## src/rtl/countdown_timer.sv

```systemverilog
// countdown_timer
//   Preset hh:mm:ss countdown timer for the clock's timekeeping path. A BCD
//   preset is validated and converted to seconds, then counted down once per
//   clk_out rising edge (1 Hz). Remaining time is offered both as a seconds
//   count and as registered BCD digits for the display mux; expiry is flagged
//   as a held level (expired) and a one-edge pulse (done_p).
//
//   Optional feature: define COUNTDOWN_AUTO_RELOAD_EN for a periodic timer.
//   On expiry the count reloads from the preset and the timer keeps running.
//
// Ports
//   clk_out            in   1 Hz timebase, rising edge
//   swrst              in   async reset, active high
//   cd                 in   mode enable; 0 freezes everything except swrst
//   ld / start / pause in   commands, priority ld > start > pause
//   ph1..ps2           in   preset BCD digits (hh tens/units, mm, ss)
//   REM_CNT            out  remaining seconds (17 bits)
//   ch1..cs2           out  remaining time as BCD digits, one edge behind REM_CNT
//   running            out  high while counting
//   expired            out  level, set at expiry until valid ld / accepted start
//   done_p             out  one-edge pulse at expiry
//   ld_err             out  one-edge pulse on a rejected load
module countdown_timer #(
  parameter int unsigned MAX_SEC = 86399
) (
  input  logic        clk_out,
  input  logic        swrst,
  input  logic        cd,
  input  logic        ld,
  input  logic        start,
  input  logic        pause,
  input  logic [3:0]  ph1,
  input  logic [3:0]  ph2,
  input  logic [3:0]  pm1,
  input  logic [3:0]  pm2,
  input  logic [3:0]  ps1,
  input  logic [3:0]  ps2,
  output logic [16:0] REM_CNT,
  output logic [3:0]  ch1,
  output logic [3:0]  ch2,
  output logic [3:0]  cm1,
  output logic [3:0]  cm2,
  output logic [3:0]  cs1,
  output logic [3:0]  cs2,
  output logic        running,
  output logic        expired,
  output logic        done_p,
  output logic        ld_err
);

  typedef enum logic [1:0] {IDLE, RUN, PAUSE, DONE} state_t;

  state_t      state_q, state_d;
  logic [16:0] preset_q, preset_d;
  logic [16:0] rem_q, rem_d;
  logic        expired_q, expired_d;
  logic        done_p_q, done_p_d;
  logic        ld_err_q, ld_err_d;
  logic [5:0][3:0] dig_q, dig_d;

  // ---------------------------------------------------------------------------
  // Preset validation and BCD -> seconds conversion
  // ---------------------------------------------------------------------------
  logic [16:0] hrs_v, min_v, sec_v, load_val;
  logic        ld_ok;

  always_comb begin
    hrs_v    = 17'(ph1) * 17'd10 + 17'(ph2);
    min_v    = 17'(pm1) * 17'd10 + 17'(pm2);
    sec_v    = 17'(ps1) * 17'd10 + 17'(ps2);
    // Out-of-range digits may overflow load_val; they are rejected anyway.
    load_val = hrs_v * 17'd3600 + min_v * 17'd60 + sec_v;
    ld_ok    = (ph1 <= 4'd9) && (ph2 <= 4'd9) && (pm1 <= 4'd9) &&
               (pm2 <= 4'd9) && (ps1 <= 4'd9) && (ps2 <= 4'd9) &&
               (ph1 <= 4'd2) && (hrs_v <= 17'd23) &&
               (pm1 <= 4'd5) && (ps1 <= 4'd5) &&
               (load_val <= 17'(MAX_SEC));
  end

  // ---------------------------------------------------------------------------
  // Next-state / datapath
  // ---------------------------------------------------------------------------
  logic do_tick;

  always_comb begin
    state_d   = state_q;
    preset_d  = preset_q;
    rem_d     = rem_q;
    expired_d = expired_q;
    done_p_d  = 1'b0;
    ld_err_d  = 1'b0;
    do_tick   = 1'b0;

    if (cd) begin
      if (ld) begin
        // A load, valid or not, consumes the edge: no start/pause/decrement.
        if (ld_ok) begin
          preset_d  = load_val;
          rem_d     = load_val;
          state_d   = IDLE;
          expired_d = 1'b0;
        end else begin
          ld_err_d  = 1'b1;
        end
      end else if (start) begin
        unique case (state_q)
          IDLE, PAUSE: if (rem_q != 17'd0) state_d = RUN;
          DONE: if (preset_q != 17'd0) begin
            rem_d     = preset_q;
            expired_d = 1'b0;
            state_d   = RUN;
          end
          RUN:  do_tick = 1'b1;  // start while running: keep counting
          default: ;
        endcase
      end else if (pause && state_q == RUN) begin
        state_d = PAUSE;
      end else if (state_q == RUN) begin
        do_tick = 1'b1;
      end
    end

    if (do_tick) begin
      if (rem_q == 17'd1) begin
        done_p_d  = 1'b1;
        expired_d = 1'b1;
`ifdef COUNTDOWN_AUTO_RELOAD_EN
        if (preset_q != 17'd0) begin
          rem_d = preset_q;
        end else begin
          rem_d   = 17'd0;
          state_d = DONE;
        end
`else
        rem_d   = 17'd0;
        state_d = DONE;
`endif
      end else if (rem_q == 17'd0) begin
        // Unreachable in normal use; park in DONE rather than wrap.
        state_d = DONE;
      end else begin
        rem_d = rem_q - 17'd1;
      end
    end
  end

  // ---------------------------------------------------------------------------
  // Digit split of the current count; registered so digits lag REM_CNT by one.
  // ---------------------------------------------------------------------------
  logic [16:0] h_v, hr_v, m_v, s_v;

  always_comb begin
    h_v      = rem_q / 17'd3600;
    hr_v     = rem_q % 17'd3600;
    m_v      = hr_v / 17'd60;
    s_v      = hr_v % 17'd60;
    dig_d[5] = 4'(h_v / 17'd10);
    dig_d[4] = 4'(h_v % 17'd10);
    dig_d[3] = 4'(m_v / 17'd10);
    dig_d[2] = 4'(m_v % 17'd10);
    dig_d[1] = 4'(s_v / 17'd10);
    dig_d[0] = 4'(s_v % 17'd10);
  end

  // ---------------------------------------------------------------------------
  // Registers
  // ---------------------------------------------------------------------------
  always_ff @(posedge clk_out or posedge swrst) begin
    if (swrst) begin
      state_q   <= IDLE;
      preset_q  <= 17'd0;
      rem_q     <= 17'd0;
      expired_q <= 1'b0;
      done_p_q  <= 1'b0;
      ld_err_q  <= 1'b0;
      dig_q     <= '0;
    end else begin
      state_q   <= state_d;
      preset_q  <= preset_d;
      rem_q     <= rem_d;
      expired_q <= expired_d;
      done_p_q  <= done_p_d;
      ld_err_q  <= ld_err_d;
      // Display digits freeze with the rest of the block when cd is low.
      if (cd) dig_q <= dig_d;
    end
  end

  assign REM_CNT = rem_q;
  assign running = (state_q == RUN);
  assign expired = expired_q;
  assign done_p  = done_p_q;
  assign ld_err  = ld_err_q;
  assign ch1     = dig_q[5];
  assign ch2     = dig_q[4];
  assign cm1     = dig_q[3];
  assign cm2     = dig_q[2];
  assign cs1     = dig_q[1];
  assign cs2     = dig_q[0];

endmodule

```

## config.mk

```make
export PLATFORM = sky130hd
export DESIGN_NAME = countdown_timer
export DESIGN_NICKNAME = d
export VERILOG_FILES = /design/src/rtl/countdown_timer.sv
export SDC_FILE = /design/constraint.sdc
export NUM_CORES = 1
export LEC_CHECK = 0
export ABC_AREA = 1
export BUFFER_PORTS_ARGS = -buffer_cell sky130_fd_sc_hd__buf_2
export CAP_MARGIN = 20
export CELL_PAD_IN_SITES_DETAIL_PLACEMENT = 1
export CELL_PAD_IN_SITES_GLOBAL_PLACEMENT = 2
export CORE_MARGIN = 8
export CORE_UTILIZATION = 36
export DETAILED_ROUTE_END_ITERATION = 8
export PLACE_DENSITY = 0.84
export SYNTH_ARGS = -nofsm -noshare
export SYNTH_HDL_FRONTEND = slang
export SYNTH_SLANG_ARGS = --single-unit
```

## constraint.sdc

```tcl
create_clock -name clk_out -period 9.45 [get_ports clk_out]
set_clock_uncertainty 0.2 [all_clocks]
set_input_delay 0.4725 -clock clk_out [delete_from_list [all_inputs] [get_ports clk_out]]
set_output_delay 0.4725 -clock clk_out [all_outputs]
set_load 0.02 [all_outputs]
```

==> flow_metrics.tcl <==
set metrics [dict create \
    min_period_ns 8.41 \
    drt_iter0_markers 385 \
    cp-end-kind "flop" \
    drive_above_1_share_pct 17.6 \
    synth_cells 1367 \
    synth_ff_type "dfrtp_1" \
    die_area_um2 32600 \
    hp-class "input port to asynchronous set/reset pin" \
    worst_slew_pin_slew_ns 0.922 \
    fmax_mhz 119 \
    finalCritPeriodShare_pct 89.0 \
    area_delta_synth_final_pct 9.99 \
    critPathArrivalTime_ns 8.43 \
    hpwlAfterDp_um 23300 \
    avgSynthCellArea_um2 7.13 \
    worstReg2RegEnd "cs2[1]" \
    gr-total-overflow 0 \
    grt_first_pass_wirelength_um 47700 \
    avgViaCountPerCell 5.06 \
    routed_wl_um 28100 \
    clk_latency_ns 0.35 \
    status "finished, final reports clean" \
    crit_top_cell "nand2_2" \
    antenna_found_initial 0 \
    async_reset_ff_share_pct 100 \
    routabilityCongestion 0.814 \
    die_h_um 181 \
    netlist_area_um2 9750 \
    cts_buffer_depth 2 \
    cts_tree "built" \
    wire_per_inst_um 15.8 \
    start_kind "flop" \
    track_usage_pct 17.4 \
    design.core.area_um2 26800 \
    r2r_slack_ns 1.04 \
    relSlewSlack_pct 38.0 \
    start_util_pct 36.4 \
    numClockSinks 62 \
    yosysSeqAreaShare_pct 15.9 \
    synth_nets 1533 \
    rsz0062_at_grt "no" \
    grt_max_degree 63 \
    crit_fanout 11 \
    ys_warn_count 0 \
    hold_violations 0 \
    num_io_pins 75 \
    grt_pass1_vias 9694 \
    cpPeakStageDelay_ns 0.54 \
    slowest_stage "dfrtp_1" \
    fin_nets 1593 \
    top_usage_layer "met2" \
    tns_ns 0 \
    use_met3_pct 1.94 \
    finalSetupViolCount 0 \
    cap_viol_max_count 0 \
    synth_edf_count 0 \
    clockRootBuffer "clkbuf_16" \
    crit_type "flop to flop" \
    port-buffer-count 73 \
    reg2reg_depth 65 \
    cts-buffers-inserted 9 \
    firstDrtPassIters 5 \
    cts.htree.levels 3 \
    post-route-drc-count 0 \
    antenna_left 0 \
    cp_data_required_time_ns 9.47 \
    drv_slew 0 \
    diodes 0 \
    synth_cell_types 63 \
    num_vias 8970 \
    use_met1_pct 21.0 \
    gr-usage-met2_pct 32.0 \
    cts.clk_slew.worst_paths_ns 0.06 \
    reg2reg_from "REM_CNT[11]" \
    synth_seq_cells 62 \
    rows 60 \
    chipWidth_um 181 \
]
==> worst max path at each step <==
stage	startpoint	to	slack, ns
2_1_floorplan	REM_CNT[14]	cs2[3]	2.23
6_report	REM_CNT[11]	cs2[1]	1.04
5_1_grt	REM_CNT[11]	cs2[1]	0.02
3_5_place_dp	REM_CNT[10]	cs2[1]	1.03
3_3_place_gp	pm1[2]	REM_CNT[9]	1.23
4_1_cts	REM_CNT[10]	cs2[1]	0.98
==> sequential cells by signal (all words and copies together) (netlist names), 3 cells and up <==
name	flops
cm2	4
cs2	4
ch2	4
REM_CNT	17
ch1	3
preset_q	17
cs1	4
cm1	4
==> critical path: cells and delay by family (launching register included) <==
family | cells | cell delay (ns)
simple gates | 53 | 6.02
compound gates | 5 | 0.86
flops | 1 | 0.54
buf+inv | 6 | 0.47
fa+ha+maj | 1 | 0.16
==> synth_stat cells, drive strengths merged (8+ instances only) <==
| master | instances | share of area [%] |
|---|---|---|
| nand3 | 102 | 7.0 |
| o21bai | 11 | 1.2 |
| nor2 | 100 | 4.7 |
| fa | 34 | 7.0 |
| nor3 | 12 | 0.62 |
| nand2 | 356 | 17 |
| nand4 | 19 | 1.3 |
| clkbuf | 18 | 0.80 |
| a21oi | 63 | 3.3 |
| a31oi | 8 | 0.51 |
| buf | 12 | 1.1 |
| o21ai | 94 | 5.0 |
| dfrtp | 62 | 16 |
| xnor2 | 20 | 1.8 |
| xor2 | 49 | 4.4 |
| inv | 226 | 8.8 |
| ha | 102 | 13 |
| o211ai | 16 | 1.3 |
==> through the flow <==
| stage | hold WS, ns | util, % | worst slack [ns] | std cells | cell area [um^2] |
|---|---|---|---|---|---|
| 5_1_grt | 0.205 | 40.0 | 0.0202 | 1773 | 10700 |
| 4_1_cts | 0.181 | 40.0 | 0.980 | 1773 | 10700 |
| 2_1_floorplan | 0.259 | - | 2.23 | 1367 | 9750 |
| 3_3_place_gp | 0.255 | 38.8 | 1.23 | 1757 | 10400 |
| 3_5_place_dp | 0.264 | 38.8 | 1.03 | 1757 | 10400 |
| 6_report | 0.164 | 40.0 | 1.04 | 1773 | 10700 |
==> area by class of cell <==
class | count | area [um^2]
clock buffers | 10 | 229
clock inverters | 6 | 86.3
fillers | 3447 | 16100
inverters | 230 | 871
multi-input cells | 1045 | 7140
flip-flops and latches | 62 | 1550
well taps | 341 | 427
repair buffers | 79 | 410
==> logic make-up after synthesis <==
group	Yosys count	synth area share (%)
xor gates and xnor gates	69	6.20
buffers and inverters	260	10.8
DFF	62	15.9
AOI/OAI and AO/OA	231	14.7
adders and majority gates	136	20.1
other	1	0.0385
and+or+nand+nor	608	32.2
==> placed cells by master, fill, tap and decap left out, types with 3 or more instances in the layout <==
| master | netlist | routed |
|---|---|---|
| nand2_1 | 282 | 282 |
| inv_1 | 199 | 198 |
| ha_1 | 102 | 102 |
| nor2_1 | 88 | 88 |
| nand3_1 | 76 | 76 |
| o21ai_0 | 75 | 75 |
| buf_2 | 1 | 73 |
| a21oi_1 | 62 | 62 |
| dfrtp_1 | 62 | 61 |
| xor2_1 | 49 | 49 |
| nand2_2 | 44 | 44 |
| fa_1 | 34 | 34 |
| nand2_4 | 27 | 27 |
| inv_2 | 25 | 26 |
| nand3_2 | 21 | 21 |
| xnor2_1 | 20 | 20 |
| nand4_1 | 18 | 18 |
| o21ai_1 | 16 | 16 |
| o211ai_1 | 15 | 15 |
| nor3_1 | 12 | 12 |
| nor2_4 | 10 | 10 |
| clkbuf_16 | 0 | 9 |
| a31oi_1 | 8 | 8 |
| o21bai_1 | 7 | 7 |
| nor4_1 | 7 | 7 |
| nand3b_1 | 6 | 6 |
| a211oi_1 | 6 | 6 |
| buf_4 | 7 | 6 |
| nand3_4 | 5 | 5 |
| clkinv_2 | 2 | 4 |
| o2111ai_1 | 4 | 4 |
| o221ai_1 | 4 | 4 |
| o22ai_1 | 4 | 4 |
| nand2_8 | 3 | 3 |
| o21bai_4 | 3 | 3 |
| a21o_1 | 3 | 3 |
| o221a_2 | 3 | 3 |
| a221oi_1 | 3 | 3 |
| o21a_1 | 3 | 3 |
==> what timing repair did <==
action | 4_1_cts | 5_1_grt
resized for setup | 0 | 1
endpoints found under the setup margin | 0 | 1
endpoints found under the hold margin | 0 | 0
hold buffers | 0 | 0
setup buffers | 0 | 0
==> metal layers <==
metal	vias up	routed length (um)
li1	4562	-
met1	4295	12900
met2	93	14200
met3	20	614
met4	0	364
met5	-	0
Power is not shown: default switching activity piles up to over one toggle a cycle in this logic, so the estimate is an artifact.
